<file path="config.mk">
export PLATFORM = sky130hd
export DESIGN_NAME = alu_muldiv_seq
export DESIGN_NICKNAME = d
export VERILOG_FILES = /design/src/rtl/alu_muldiv_seq.sv
export SDC_FILE = /design/constraint.sdc
export NUM_CORES = 1
export LEC_CHECK = 0
export CORE_MARGIN = 2
export CORE_UTILIZATION = 56
export CTS_BUF_LIST = sky130_fd_sc_hd__clkbuf_2
export DETAILED_ROUTE_END_ITERATION = 16
export PLACE_DENSITY_LB_ADDON = 0.15
export SYNTH_ARGS = -nofsm -noshare
export SYNTH_HDL_FRONTEND = slang
export SYNTH_SLANG_ARGS = --single-unit
</file>
<file path="constraint.sdc">
create_clock -name clk -period 2.7 [get_ports clk]
set_input_delay 0.54 -clock clk [delete_from_list [all_inputs] [get_ports clk]]
set_output_delay 0.54 -clock clk [all_outputs]
set_load 0.05 [all_outputs]
</file>
<file path="src/rtl/alu_muldiv_seq.sv">
// ============================================================================
// alu_muldiv_seq
// ----------------------------------------------------------------------------
// Sequential 16x16 unsigned multiplier / 16/16 unsigned divider. It does no
// arithmetic of its own. Every add or subtract is done by an external
// combinational ALU that this block drives through its alu_* port group.
//
// Multiply uses shift-and-add over 16 steps. Divide uses restoring-style
// shift-and-subtract over 16 steps. A divide with a zero divisor
// short-circuits to DONE with saturated results.
//
// Ports
//   clk, rst_n          : clock (rising edge), asynchronous active-low reset
//   start, cmd          : command request; cmd 0 = multiply, 1 = divide
//   opa, opb            : operands, captured when start is accepted
//   busy                : high while an operation is running
//   done                : one-cycle completion pulse
//   result_hi/lo        : mul -> product high/low; div -> remainder/quotient
//   div_by_zero         : flags a divide whose divisor was zero
//   alu_a, alu_b, alu_op: operands and operation select sent to the ALU
//   alu_sh_off          : tied to 4'h0
//   alu_truth_table     : tied to 4'h0
//   alu_out, alu_carry  : combinational result and carry-out from the ALU
//
// Timing
//   start accepted at edge N. Normal op: done is high in the cycle after
//   edge N+17. Divide by zero: done is high in the cycle after edge N+1.
//   The first RUN cycle is a prime cycle. It checks for a zero divisor and
//   lets the freshly loaded accumulators reach the ALU. The 16 arithmetic
//   steps follow it.
// ============================================================================
module alu_muldiv_seq (
    input  logic        clk,
    input  logic        rst_n,
    input  logic        start,
    input  logic        cmd,
    input  logic [15:0] opa,
    input  logic [15:0] opb,
    output logic        busy,
    output logic        done,
    output logic [15:0] result_hi,
    output logic [15:0] result_lo,
    output logic        div_by_zero,
    output logic [15:0] alu_a,
    output logic [15:0] alu_b,
    output logic [3:0]  alu_sh_off,
    output logic [3:0]  alu_truth_table,
    output logic [4:0]  alu_op,
    input  logic [15:0] alu_out,
    input  logic        alu_carry
);

    typedef enum logic [1:0] {
        S_IDLE = 2'd0,
        S_RUN  = 2'd1,
        S_DONE = 2'd2
    } state_t;

    localparam logic [4:0] ALU_ADD = 5'b00001;
    localparam logic [4:0] ALU_SUB = 5'b00111;  // carry = no-borrow

    // Shared datapath registers:
    //   multiply: hi_q = ACC_HI, lo_q = ACC_LO, opnd_q = M (multiplicand)
    //   divide  : hi_q = R,      lo_q = Q,      opnd_q = D (divisor)
    state_t      state_q, state_d;
    logic [3:0]  cnt_q, cnt_d;
    logic        prime_q, prime_d;
    logic        cmd_q, cmd_d;
    logic [15:0] hi_q, hi_d;
    logic [15:0] lo_q, lo_d;
    logic [15:0] opnd_q, opnd_d;
    logic [15:0] res_hi_d, res_lo_d;
    logic        dbz_d;

    // ------------------------------------------------------------------
    // State and datapath registers
    // ------------------------------------------------------------------
    // NOTE: sequential state uses non-blocking (<=) so every register
    // samples the pre-edge value of its neighbours. Blocking here would
    // create order-dependent races between the registers.
    always_ff @(posedge clk or negedge rst_n) begin
        if (!rst_n) begin
            state_q     <= S_IDLE;
            cnt_q       <= 4'd0;
            prime_q     <= 1'b0;
            cmd_q       <= 1'b0;
            hi_q        <= 16'h0;
            lo_q        <= 16'h0;
            opnd_q      <= 16'h0;
            result_hi   <= 16'h0;
            result_lo   <= 16'h0;
            div_by_zero <= 1'b0;
        end else begin
            state_q     <= state_d;
            cnt_q       <= cnt_d;
            prime_q     <= prime_d;
            cmd_q       <= cmd_d;
            hi_q        <= hi_d;
            lo_q        <= lo_d;
            opnd_q      <= opnd_d;
            result_hi   <= res_hi_d;
            result_lo   <= res_lo_d;
            div_by_zero <= dbz_d;
        end
    end

    // ------------------------------------------------------------------
    // Next-state, datapath and ALU drive
    // ------------------------------------------------------------------
    always_comb begin
        // NOTE: every output of this block gets a default before the case.
        // Any path that skips an assignment then holds the register value
        // instead of inferring a latch.
        state_d  = state_q;
        cnt_d    = cnt_q;
        prime_d  = prime_q;
        cmd_d    = cmd_q;
        hi_d     = hi_q;
        lo_d     = lo_q;
        opnd_d   = opnd_q;
        res_hi_d = result_hi;
        res_lo_d = result_lo;
        dbz_d    = div_by_zero;
        alu_a    = 16'h0;
        alu_b    = 16'h0;
        alu_op   = ALU_ADD;

        case (state_q)
            S_IDLE, S_DONE: begin
                if (start) begin
                    // Load the working registers straight from the operands.
                    // Multiply starts with ACC = {0, opb} and M = opa.
                    // Divide starts with R = 0, Q = opa and D = opb.
                    cmd_d   = cmd;
                    hi_d    = 16'h0;
                    lo_d    = cmd ? opa : opb;
                    opnd_d  = cmd ? opb : opa;
                    cnt_d   = 4'd0;
                    prime_d = 1'b1;
                    dbz_d   = 1'b0;
                    state_d = S_RUN;
                end else if (state_q == S_DONE) begin
                    state_d = S_IDLE;
                end
            end

            S_RUN: begin
                if (cmd_q) begin
                    // Present {R,Q} shifted left by one. The 17th bit
                    // (R[15]) is tracked separately because it guarantees
                    // the subtract succeeds.
                    alu_a  = {hi_q[14:0], lo_q[15]};
                    alu_b  = opnd_q;
                    alu_op = ALU_SUB;
                end else begin
                    alu_a  = hi_q;
                    alu_b  = opnd_q;
                    alu_op = ALU_ADD;
                end

                if (prime_q) begin
                    prime_d = 1'b0;
                    if (cmd_q && (opnd_q == 16'h0)) begin
                        res_lo_d = 16'hFFFF;
                        res_hi_d = lo_q;        // still holds opa
                        dbz_d    = 1'b1;
                        state_d  = S_DONE;
                    end
                end else begin
                    if (cmd_q) begin
                        if (hi_q[15] || alu_carry) begin
                            hi_d = alu_out;
                            lo_d = {lo_q[14:0], 1'b1};
                        end else begin
                            hi_d = {hi_q[14:0], lo_q[15]};
                            lo_d = {lo_q[14:0], 1'b0};
                        end
                    end else begin
                        // Add the multiplicand when the current multiplier
                        // LSB is set. Then shift the whole 33-bit
                        // {carry, ACC} right by one.
                        if (lo_q[0]) begin
                            {hi_d, lo_d} = {alu_carry, alu_out, lo_q[15:1]};
                        end else begin
                            {hi_d, lo_d} = {1'b0, hi_q, lo_q[15:1]};
                        end
                    end

                    cnt_d = cnt_q + 4'd1;
                    if (cnt_q == 4'd15) begin
                        res_hi_d = hi_d;
                        res_lo_d = lo_d;
                        state_d  = S_DONE;
                    end
                end
            end

            default: begin
                state_d = S_IDLE;
            end
        endcase
    end

    assign busy            = (state_q == S_RUN);
    assign done            = (state_q == S_DONE);
    assign alu_sh_off      = 4'h0;
    assign alu_truth_table = 4'h0;

endmodule

</file>
After elaboration in Yosys (flattened, before gate mapping)

Index checks and enable logic that the tools add are counted.

Add/sub/neg operators: 1
Eq/ne operators: 11
Mux-type cells: 40
Reductions and logical operators: 13

Operators by type and width:

| kind                                                                  | number |
|---|---|
| 16-bit two-way mux                                                    | 20 |
| 16-bit case mux with 2 select lines                                   | 2 |
| 16-bit logical NOT                                                    | 1 |
| 2-bit two-way mux                                                     | 5 |
| 3-bit AND reduction                                                   | 3 |
| 4-bit two-way mux                                                     | 2 |
| 4-bit case mux with 2 select lines                                    | 1 |
| 3-bit two-way mux                                                     | 2 |
| 2-bit by 1-bit != test with 1-bit output, second input constant       | 3 |
| 1-bit two-way mux                                                     | 5 |
| 4-bit by 1-bit adder with 4-bit output, second input constant         | 1 |
| 4-bit equality test, second input constant                            | 1 |
| 2-bit != test, second input constant                                  | 2 |
| 1-bit case mux with 2 select lines                                    | 2 |
| 2-bit case mux with 2 select lines                                    | 1 |
| 2-bit AND reduction                                                   | 2 |
| 4-bit AND reduction                                                   | 1 |
| 2-bit nonzero test                                                    | 2 |
| 3-bit by 1-bit != test with 1-bit output, second input constant       | 1 |
| 3-bit by 2-bit != test with 1-bit output, second input constant       | 1 |
| 3-bit != test, second input constant                                  | 1 |
| 2-bit by 1-bit equality test with 1-bit output, second input constant | 1 |
| 2-bit equality test, second input constant                            | 1 |
| 2-bit logical NOT                                                     | 1 |
| 3 further kinds                                                       | 3 |

Register bits after elaboration: 89
Input bits: 53
Output and inout bits: 80
Word-level logic and storage cells: 75

Depth between registers and ports, before layout

Gate-level depths: netlist of the first run.

Depth after elaboration: 5
Depth in mapped cells: 7
Mapped depth without buffers: 5

Least setup slack after synthesis of the first run

OpenSTA, ideal clock, no wires.

Path type: register to output
Start: register state_q[1]
End: output alu_op[2]
Arrival: 2.054 ns
Data required time: 2.160 ns
Slack: 0.106 ns
Stages on the path, launching flop included: 6
Buffers on the path: 3
Cell sequence: dfrtp_1 > nand2b_2 > clkbuf_1 > clkbuf_1 > nor2_1 > buf_4

Word-level cells in the longest chain between the ends: 2

Ends and longest elaborated chain:

| what                                           | line | RTL |
|---|---|---|
| start: declaration                             | 65   | `state_t state_q, state_d;` |
| start signal: assignment                       | 94   | `state_q <= state_d;` |
| 2-bit by 1-bit equality test with 1-bit output | 128  | `case (state_q)` |
| 3-bit two-way mux                              | 128  |  |
| end: declaration                               | 48   | `output logic [4:0] alu_op,` |

No other way between the ends.

Worst setup path in the final report of the first run

Start: register cmd_q
End: output alu_a[9]

Word-level cells in the longest chain between the ends: 2

Ends and longest elaborated chain:

| what                     | line | RTL |
|---|---|---|
| start: declaration       | 68   | `logic cmd_q, cmd_d;` |
| start signal: assignment | 97   | `cmd_q <= cmd_d;` |
| 16-bit two-way mux       | 148  | `if (cmd_q) begin` |
| 16-bit two-way mux       | 128  |  |
| end: declaration         | 44   | `output logic [15:0] alu_a,` |

No other way between the ends.

==> flow_summary_export.csv, run 1 <==
group,metric,value,unit
timing,fmax,387.2,MHz
global_routing,first_global_vias,4647,
logic_synthesis,yosysTopAreaCellShare,41.02,%
setup_path,timing.critical_path.fanout_max,21,
place,post-place-ws,0.2771,ns
timing,setup_repair_after_global_routing_missed_its_margin,"false",
setup_path,worst-endpoint-required,2.16,ns
timing,final.setup.worst_slack,0.1171,ns
global_routing,grt.total_usage,29.28,%
cts,cts_tree,"yes",
layout,post_route_cells_drive_above_1_share,17.87,%
cts,clk_path_buf_depth,2,
global_routing,grt_start_max_net_pins,50,
die,die-area,0.01050,mm^2
pwr,power_leakage,3.175,nW
setup_path,critical_path_arrival,2.04,ns
global_routing,global_route.overflow_total,0,
logic_synthesis,ys_seq_elements,89,
pwr,power_density,1446,mW/mm^2
timing,worst_clock_skew,0.03231,ns
place,place.port_buffers,121,
layout,commonest_non_fill_non_tap_cell_in_the_layout,"dfrtp_1",
layout,fillers,674,
routing,routedWlPerCell,19.30,um
logic_synthesis,yosysUniqueCellTypes,42,
status,status,"completed",
timing,timing.hold.ws,0.4926,ns
die,floorplan.initialDensity,58.20,%
global_routing,grt_first_pass_wirelength,23720,um
logic_synthesis,syn_area_per_cell,9.980,um^2
cts,cts_root_buf,"clkbuf_2",
cts,cts_num_sinks,89,
layout,final_design_area_no_fill,0.006963,mm^2
place,placed_area,0.006807,mm^2
place,place.detailed.hpwl,10870,um
routing,totalWireLength,15020,um
cts,clk_pin_slew_worst_paths,0.26,ns
die,die_height,102.5,um
hold_path,min_path_type,"input pin to asynchronous set/reset pin",
die,ioPinCount,133,
routing,post_drt_via_cell_ratio,5.950,
pwr,total_power,10.07,mW
cts,cts_htree_levels,3,
logic_synthesis,yosysSeqAreaShare,41.02,%
setup_path,worstSetupEndpointType,"output port",
timing,timing.final.hold_violations,0,
timing,tightestPinTransition,1.132,ns
timing,slew_viol_final,0,
layout,finalNetCount,699,
timing,finalCritPeriodShare,95.66,%
timing,fin_setup_tns,0,ns
layout,final_cell_mix,"dfrtp_1, clkdlybuf4s50_1, nand2_1",
routing,detailedRoute.firstIterationViolations,335,
logic_synthesis,synth_area_leader_cell,"dfrtp_1",
timing,relSlewSlack,24.28,%
die,die_x,102.5,um
die,fp.coreArea,0.009328,mm^2
setup_path,setup.worst_path.start_class,"flop",
setup_path,path_class,"flop to output port",
logic_synthesis,synth_warnings,0,
routing,antenna_left,0,
die,row_count,35,
logic_synthesis,post_synth_main_area_contributors,"dfrtp_1, mux2i_1, mux2_4",
job,maxCapViolCount,0,
cts,clkLatencyLatePin,0.57,ns
layout,layout-area-overhead-vs-synth,28.26,%
timing,finalSetupViolations,0,
place,gp_congestion,0.9005,
cts,cts-buffers-inserted,9,
routing,drc_viols,0,
logic_synthesis,synth_area,0.005429,mm^2
pwr,vdd_drop_max,0.9242,mV
routing,num_vias,4629,
routing,drt-pass1-iter-count,9,
cts,postCtsSetupRepairBufs,0,
timing,timing.final.crit_period,2.583,ns
logic_synthesis,post_synth_inst_count,544,
global_routing,antenna_found_initial,0,
layout,antenna_cells,0,
state kept, by name, summed over array words and instances (netlist names):
| name | count |
|---|---|
| hi_q | 16 |
| lo_q | 16 |
| opnd_q | 16 |
| result_hi | 16 |
| result_lo | 16 |
| cnt_q | 4 |
| state_q | 2 |
| cmd_q | 1 |
| div_by_zero | 1 |
| prime_q | 1 |
synth_stat cells, drive strengths merged:
cell    count
o221a       1
nor3b       2
nor2b       4
o311a      14
inv        15
nor4        4
o21ai      37
o221ai     15
o22ai       1
a21o        2
dfrtp      89
nand2      66
a221oi      1
xor2        2
ha          1
nand4b      1
o211a      13
mux2i      61
o21a        1
mux2       35
nand2b     19
clkbuf     31
and3        1
a21oi       1
nor2       22
clkinv      1
and2       17
nand3      20
nand4       2
o31ai      30
nor3        1
a22o        1
conb        2
a211oi      3
buf        28
power by group:
part | switching, mW | total [mW] | leakage (nW) | internal (mW)
sequential | 0.697 | 2.66 | 1.10 | 1.97
combinational | 3.98 | 6.61 | 2.00 | 2.63
clock | 0.491 | 0.797 | 0.0746 | 0.305
total | 5.17 | 10.1 | 3.18 | 4.90
per-layer routing:
metal | GRT usage [%] | part of all wire (%) | vias to the layer above
met2 | 49.47 | 50 | 212
li1 | - | - | 2134
met1 | 38.83 | 41 | 2251
met5 | 0 | 0 | -
met3 | 5.130 | 6.4 | 32
met4 | 8.410 | 2.4 | 0
worst max-delay path: stages (launching register included):
cell     delay, ns
dfrtp_4       0.64
buf_4         0.36
mux2i_1       0.24
nor2_1        0.06
buf_4         0.20
path summary, 6_finish.rpt:
| path | start | endpoint | slack, ns | depth (start not counted) |
|---|---|---|---|---|
| setup / recovery | cmd_q$_DFFE_PN0N_ | alu_a[9] | 0.12 | 4 |
| max in group asynchronous | rst_n | lo_q[1]$_DFFE_PN0P_ | 1.51 | 3 |
| min in group clk | cmd | cmd_q$_DFFE_PN0N_ | 0.50 | 3 |
| hold reg to reg | opnd_q[3]$_DFFE_PN0N_ | opnd_q[3]$_DFFE_PN0N_ | 0.55 | 2 |
| hold / removal | rst_n | result_hi[11]$_DFFE_PN0P_ | 0.49 | 2 |
| setup reg to reg | opnd_q[7]$_DFFE_PN0N_ | result_lo[3]$_DFFE_PN0P_ | 0.43 | 5 |
cell type report:
class / count / area [um^2] / area share [%]
Multi-Input combinational cell: 389 / 2870 / 41.22
Clock buffer: 9 / 45.04 / 0.6469
Sequential cell: 89 / 2231 / 32.04
Timing Repair Buffer: 140 / 1499 / 21.53
Clock inverter: 6 / 92.59 / 1.330
Inverter: 16 / 63.81 / 0.9164
Tap cell: 129 / 161.4 / 2.318
per-stage QoR:
step	instances	utilization, %
6_report	778	74.65
5_1_grt	778	74.65
4_1_cts	778	74.58
3_5_place_dp	762	72.97
3_3_place_gp	762	72.97
2_1_floorplan	553	-
cells by family (layout without fill, tap and decap cells):
| logic type | count (synthesis) | count (layout) | synth area share [%] |
|---|---|---|---|
| and+or+nand+nor | 159 | 159 | 14.17 |
| AOI/OAI and AO/OA | 120 | 120 | 16.78 |
| muxes | 96 | 96 | 20.51 |
| DFF | 89 | 89 | 41.02 |
| buffers and inverters | 75 | 171 | 6.822 |
| other | 2 | 11 | 0.1383 |
| xor gates and xnor gates | 2 | 2 | 0.3227 |
| adders and majority gates | 1 | 1 | 0.2304 |
what timing repair did:
| action | in CTS | in global routing |
|---|---|---|
| setup endpoints to repair | 2 | 14 |
| pin swaps | 0 | 0 |
| hold buffers | 1 | 0 |
| gates resized for setup | 1 | 2 |
| endpoints found under the hold margin | 43 | 0 |
Note: power is estimated with default switching activity, not from simulation.
==> inputs of run 2 (changes only) <==
clock period = 3.1 ns   (was 2.7 ns; I/O delays follow)
==> run 2 against run 1 <==
Non-clock buffer count decreased by 5; first-iteration DRC count fell by 2.4%; sequential power shrank 11%; routed wire length shrank 5.2%; largest cell class unchanged.
==> flow_summary_export.csv, run 2 (synthesized netlist as in run 1, its figures left out) <==
group,metric,value,unit
status,status,"completed",
pwr,power_leakage,3.441,nW
routing,detailedRoute.firstIterationViolations,327,
cts,clk_path_buf_depth,2,
die,ioPinCount,133,
layout,fillers,712,
place,gp_congestion,0.8836,
timing,finalSetupViolations,0,
setup_path,path_class,"flop to output port",
cts,cts_htree_levels,3,
global_routing,grt_start_max_net_pins,53,
layout,commonest_non_fill_non_tap_cell_in_the_layout,"dfrtp_1",
layout,layout-area-overhead-vs-synth,26.48,%
timing,timing.hold.ws,0.02622,ns
timing,fmax,339.4,MHz
global_routing,antenna_found_initial,0,
setup_path,setup.worst_path.start_class,"flop",
pwr,power_density,1219,mW/mm^2
timing,worst_clock_skew,0.03712,ns
layout,finalNetCount,694,
die,die-area,0.01050,mm^2
timing,tightestPinTransition,1.069,ns
die,die_height,102.5,um
job,maxCapViolCount,0,
place,post-place-ws,0.5401,ns
timing,slew_viol_final,0,
die,floorplan.initialDensity,58.20,%
setup_path,worst-endpoint-required,2.48,ns
timing,fin_setup_tns,0,ns
timing,final.setup.worst_slack,0.1536,ns
cts,cts-buffers-inserted,9,
global_routing,global_route.overflow_total,0,
routing,antenna_left,0,
global_routing,grt_first_pass_wirelength,22500,um
place,place.detailed.hpwl,10210,um
die,row_count,35,
timing,timing.final.hold_violations,0,
cts,cts_tree,"yes",
die,fp.coreArea,0.009328,mm^2
global_routing,grt.total_usage,27.82,%
cts,cts_num_sinks,89,
routing,drc_viols,0,
routing,totalWireLength,14240,um
setup_path,setup.reg_to_reg.worst_slack,0.72,ns
layout,final_cell_mix,"dfrtp_1, clkdlybuf4s50_1, nand2_1",
cts,clk_pin_slew_worst_paths,0.27,ns
setup_path,worstSetupEndpointType,"output port",
setup_path,critical_path_arrival,2.33,ns
layout,antenna_cells,0,
place,placed_area,0.006669,mm^2
timing,setup_repair_after_global_routing_missed_its_margin,"false",
place,dpl.cell_count,758,
routing,num_vias,4597,
routing,post_drt_via_cell_ratio,5.939,
pwr,vdd_drop_max,0.7003,mV
place,place.port_buffers,121,
cts,clkLatencyLatePin,0.56,ns
timing,finalCritPeriodShare,95.04,%
cts,cts_root_buf,"clkbuf_2",
setup_path,timing.critical_path.fanout_max,19,
layout,final_design_area_no_fill,0.006867,mm^2
timing,relSlewSlack,28.49,%
pwr,total_power,8.372,mW
global_routing,first_global_vias,4467,
routing,routedWlPerCell,18.40,um
routing,drt-pass1-iter-count,5,
layout,finish.utilization,73.62,%
cts,postCtsHoldBufs,0,
layout,post_route_cells_drive_above_1_share,12.25,%
die,die_x,102.5,um
layout,layout.cells.non_filler,774,
timing,timing.final.crit_period,2.946,ns
hold_path,min_path_type,"input pin to asynchronous set/reset pin",
## run 2: cell count changes in the layout (fill, tap and decap cells not counted)
| cell | delta |
|---|---|
| clkinvlp_4 | -1 |
| dlymetal6s2s_1 | +30 |
| bufinv_16 | -1 |
| buf_12 | -15 |
| clkdlybuf4s50_1 | +1 |
| nor2_1 | +1 |
| clkinv_1 | +1 |
| inv_6 | +1 |
| dlygate4sd3_1 | -1 |
| nor2_2 | -1 |
| clkinv_2 | +1 |
| buf_4 | -21 |
| dlygate4sd2_1 | +1 |
## run 2: worst max-delay path, cell delays in order, from the launching register on
cell	delay, ns
dfrtp_1	0.49
nand2b_2	0.21
inv_2	0.20
clkdlybuf4s50_1	0.85
## run 2: worst paths after layout
path	from	end	cells after the start
min reg2reg	result_lo[4]$_DFFE_PN0P_	result_lo[4]$_DFFE_PN0P_	1
max in group asynchronous	rst_n	lo_q[4]$_DFFE_PN0P_	2
max reg2reg	cmd_q$_DFFE_PN0N_	result_lo[5]$_DFFE_PN0P_	5
max	state_q[1]$_DFFE_PN0P_	busy	3
min	rst_n	result_lo[0]$_DFFE_PN0P_	1
min in group clk	cmd	cmd_q$_DFFE_PN0N_	3
## run 2: cell type report
class,instances,area (um^2),share of cell area [%]
sequential,89,2231,32.49
clock buffer,9,45.04,0.6560
clock inverter,7,76.32,1.112
multi-input combinational,389,2868,41.76
tap,129,161.4,2.351
inverter,16,60.06,0.8746
timing repair buffer,135,1425,20.75
## run 2: repair_timing
item | 4_1_cts | 5_1_grt
setup buffers | 0 | 0
setup endpoints to repair | 15 | 30
gates resized for setup | 2 | 30
## run 2: power breakdown
group	switching (mW)	internal [mW]
Sequential	0.666	1.71
Clock	0.436	0.192
Combinational	3.30	2.07
## run 2: routing by layer
| layer | wire, um | track usage, % |
|---|---|---|
| met5 | 0 | 0 |
| met1 | 6041 | 37.99 |
| met2 | 6924 | 45.00 |
| met4 | 388 | 11.08 |
| met3 | 888 | 3.830 |
==> inputs of run 3 (changes only) <==
HOLD_SLACK_MARGIN = 0.12   (was not set)
==> run 3 against run 2 <==
First-iteration DRC count rose by 16%; flip-flop and latch count unchanged; routed wire length is 0.14% lower; maximum frequency down 0.13%; register-to-register slack lost 0.03 ns; hold slack gained 0.43 ns; non-clock buffer count rose by 1; clock-buffer cell count did not move; clock power hardly changed.
==> flow_summary_export.csv, run 3 (synthesized netlist as in run 1, its figures left out) <==
group,metric,value,unit
routing,routedWlPerCell,18.35,um
setup_path,setup.worst_path.start_class,"flop",
global_routing,grt_first_pass_wirelength,22500,um
status,status,"completed",
layout,commonest_non_fill_non_tap_cell_in_the_layout,"dfrtp_1",
place,place.detailed.hpwl,10210,um
place,gp_congestion,0.8836,
cts,postCtsSetupRepairBufs,0,
layout,antenna_cells,0,
timing,relSlewSlack,27.93,%
die,ioPinCount,133,
die,die-area,0.01050,mm^2
hold_path,min_path_type,"input pin to flop",
layout,finalNetCount,695,
routing,drc_viols,0,
timing,tightestPinTransition,1.081,ns
die,die_x,102.5,um
die,die_height,102.5,um
die,row_count,35,
routing,drt-pass1-iter-count,5,
setup_path,r2r.worst_path.cells,5,
global_routing,grt.total_usage,27.82,%
timing,setup_repair_after_global_routing_missed_its_margin,"false",
setup_path,crit_start,"state_q[1]$_DFFE_PN0P_",
setup_path,path_class,"flop to output port",
place,dpl.cell_count,758,
timing,finalSetupViolations,0,
global_routing,first_global_vias,4467,
cts,cts_tree,"yes",
timing,timing.final.crit_period,2.950,ns
routing,detailedRoute.firstIterationViolations,380,
routing,totalWireLength,14220,um
cts,clk_pin_slew_worst_paths,0.27,ns
die,floorplan.initialDensity,58.20,%
timing,fin_setup_tns,0,ns
timing,worst_clock_skew,0.03730,ns
timing,final.setup.worst_slack,0.1497,ns
layout,post_route_cells_drive_above_1_share,12.23,%
pwr,power_leakage,3.445,nW
cts,clkLatencyLatePin,0.56,ns
job,maxCapViolCount,0,
place,post-place-ws,0.5401,ns
cts,cts_num_sinks,89,
layout,layout.cells.non_filler,775,
global_routing,global_route.overflow_total,0,
layout,fillers,711,
pwr,total_power,8.363,mW
setup_path,worstSetupEndpointType,"output port",
routing,antenna_left,0,
global_routing,antenna_found_initial,0,
routing,post_drt_via_cell_ratio,5.956,
timing,finalCritPeriodShare,95.17,%
pwr,power_density,1216,mW/mm^2
setup_path,timing.critical_path.fanout_max,19,
setup_path,worstReg2RegEnd,"result_lo[5]$_DFFE_PN0P_",
global_routing,grt_start_max_net_pins,53,
cts,cts_root_buf,"clkbuf_2",
setup_path,worst-endpoint-required,2.48,ns
place,place.port_buffers,121,
setup_path,setup.reg_to_reg.worst_slack,0.69,ns
setup_path,endpoint,"busy",
cts,cts_htree_levels,3,
layout,final_cell_mix,"dfrtp_1, clkdlybuf4s50_1, nand2_1",
die,fp.coreArea,0.009328,mm^2
setup_path,critical_path_arrival,2.33,ns
timing,timing.final.hold_violations,0,
pwr,vdd_drop_max,0.7003,mV
timing,fmax,338.9,MHz
cts,cts-buffers-inserted,9,
layout,layout-area-overhead-vs-synth,26.67,%
timing,slew_viol_final,0,
setup_path,r2r_start,"cmd_q$_DFFE_PN0N_",
cts,clk_path_buf_depth,2,
routing,num_vias,4616,
run 3: power by group:
group / switching, mW / internal (mW) / total [mW]
logic: 3.29 / 2.07 / 5.36
clock network: 0.434 / 0.191 / 0.625
registers: 0.669 / 1.71 / 2.38
run 3: stage by stage:
stage | cell area, um^2 | util (%) | hold WS [ns]
global placement | 6669 | 71.50 | 0.4868
CTS | 6802 | 72.92 | 0.4434
detailed placement | 6669 | 71.50 | 0.4932
global route | 6877 | 73.72 | 0.4732
floorplan | 5463 | - | 0.3244
finish | 6877 | 73.72 | 0.4518
run 3: final cells by class:
class                           count  area (um^2)  share of cell area [%]
Clock inverter                      7        76.32                   1.110
Clock buffer                        9        45.04                  0.6550
Tap cell                          129        161.4                   2.347
Sequential cell                    89         2231                   32.44
Multi-Input combinational cell    389         2868                   41.70
Inverter                           16        60.06                  0.8734
Timing Repair Buffer              136         1435                   20.87
run 3: critical path: stages, from the launching register on:
cell	delay, ns
dfrtp_1	0.49
nand2b_2	0.21
inv_2	0.21
clkdlybuf4s50_1	0.85
run 3: repair_timing:
item,CTS,global route
setup endpoints to repair,15,30
hold endpoints to repair,51,0
resized for setup,2,30
hold buffers,1,0
run 3: worst min path at each step:
stage               slack, ns               startpoint                 endpoint  cells past startpoint
finish                   0.45                      cmd        cmd_q$_DFFE_PN0N_                      3
global route             0.47                      cmd        cmd_q$_DFFE_PN0N_                      3
CTS                      0.44                      cmd        cmd_q$_DFFE_PN0N_                      3
detailed placement       0.49    opnd_q[7]$_DFFE_PN0N_    opnd_q[7]$_DFFE_PN0N_                      2
global placement         0.49  div_by_zero$_DFFE_PN0P_  div_by_zero$_DFFE_PN0P_                      1
floorplan                0.32                    rst_n        cmd_q$_DFFE_PN0N_                      0
run 3: metal layers:
layer	vias to the layer above	track usage, %	part of all wire [%]
met2	226	45.00	49
met3	33	3.830	7.0
li1	2120	-	-
met1	2237	37.99	42
met4	0	11.08	2.9
met5	-	0	0
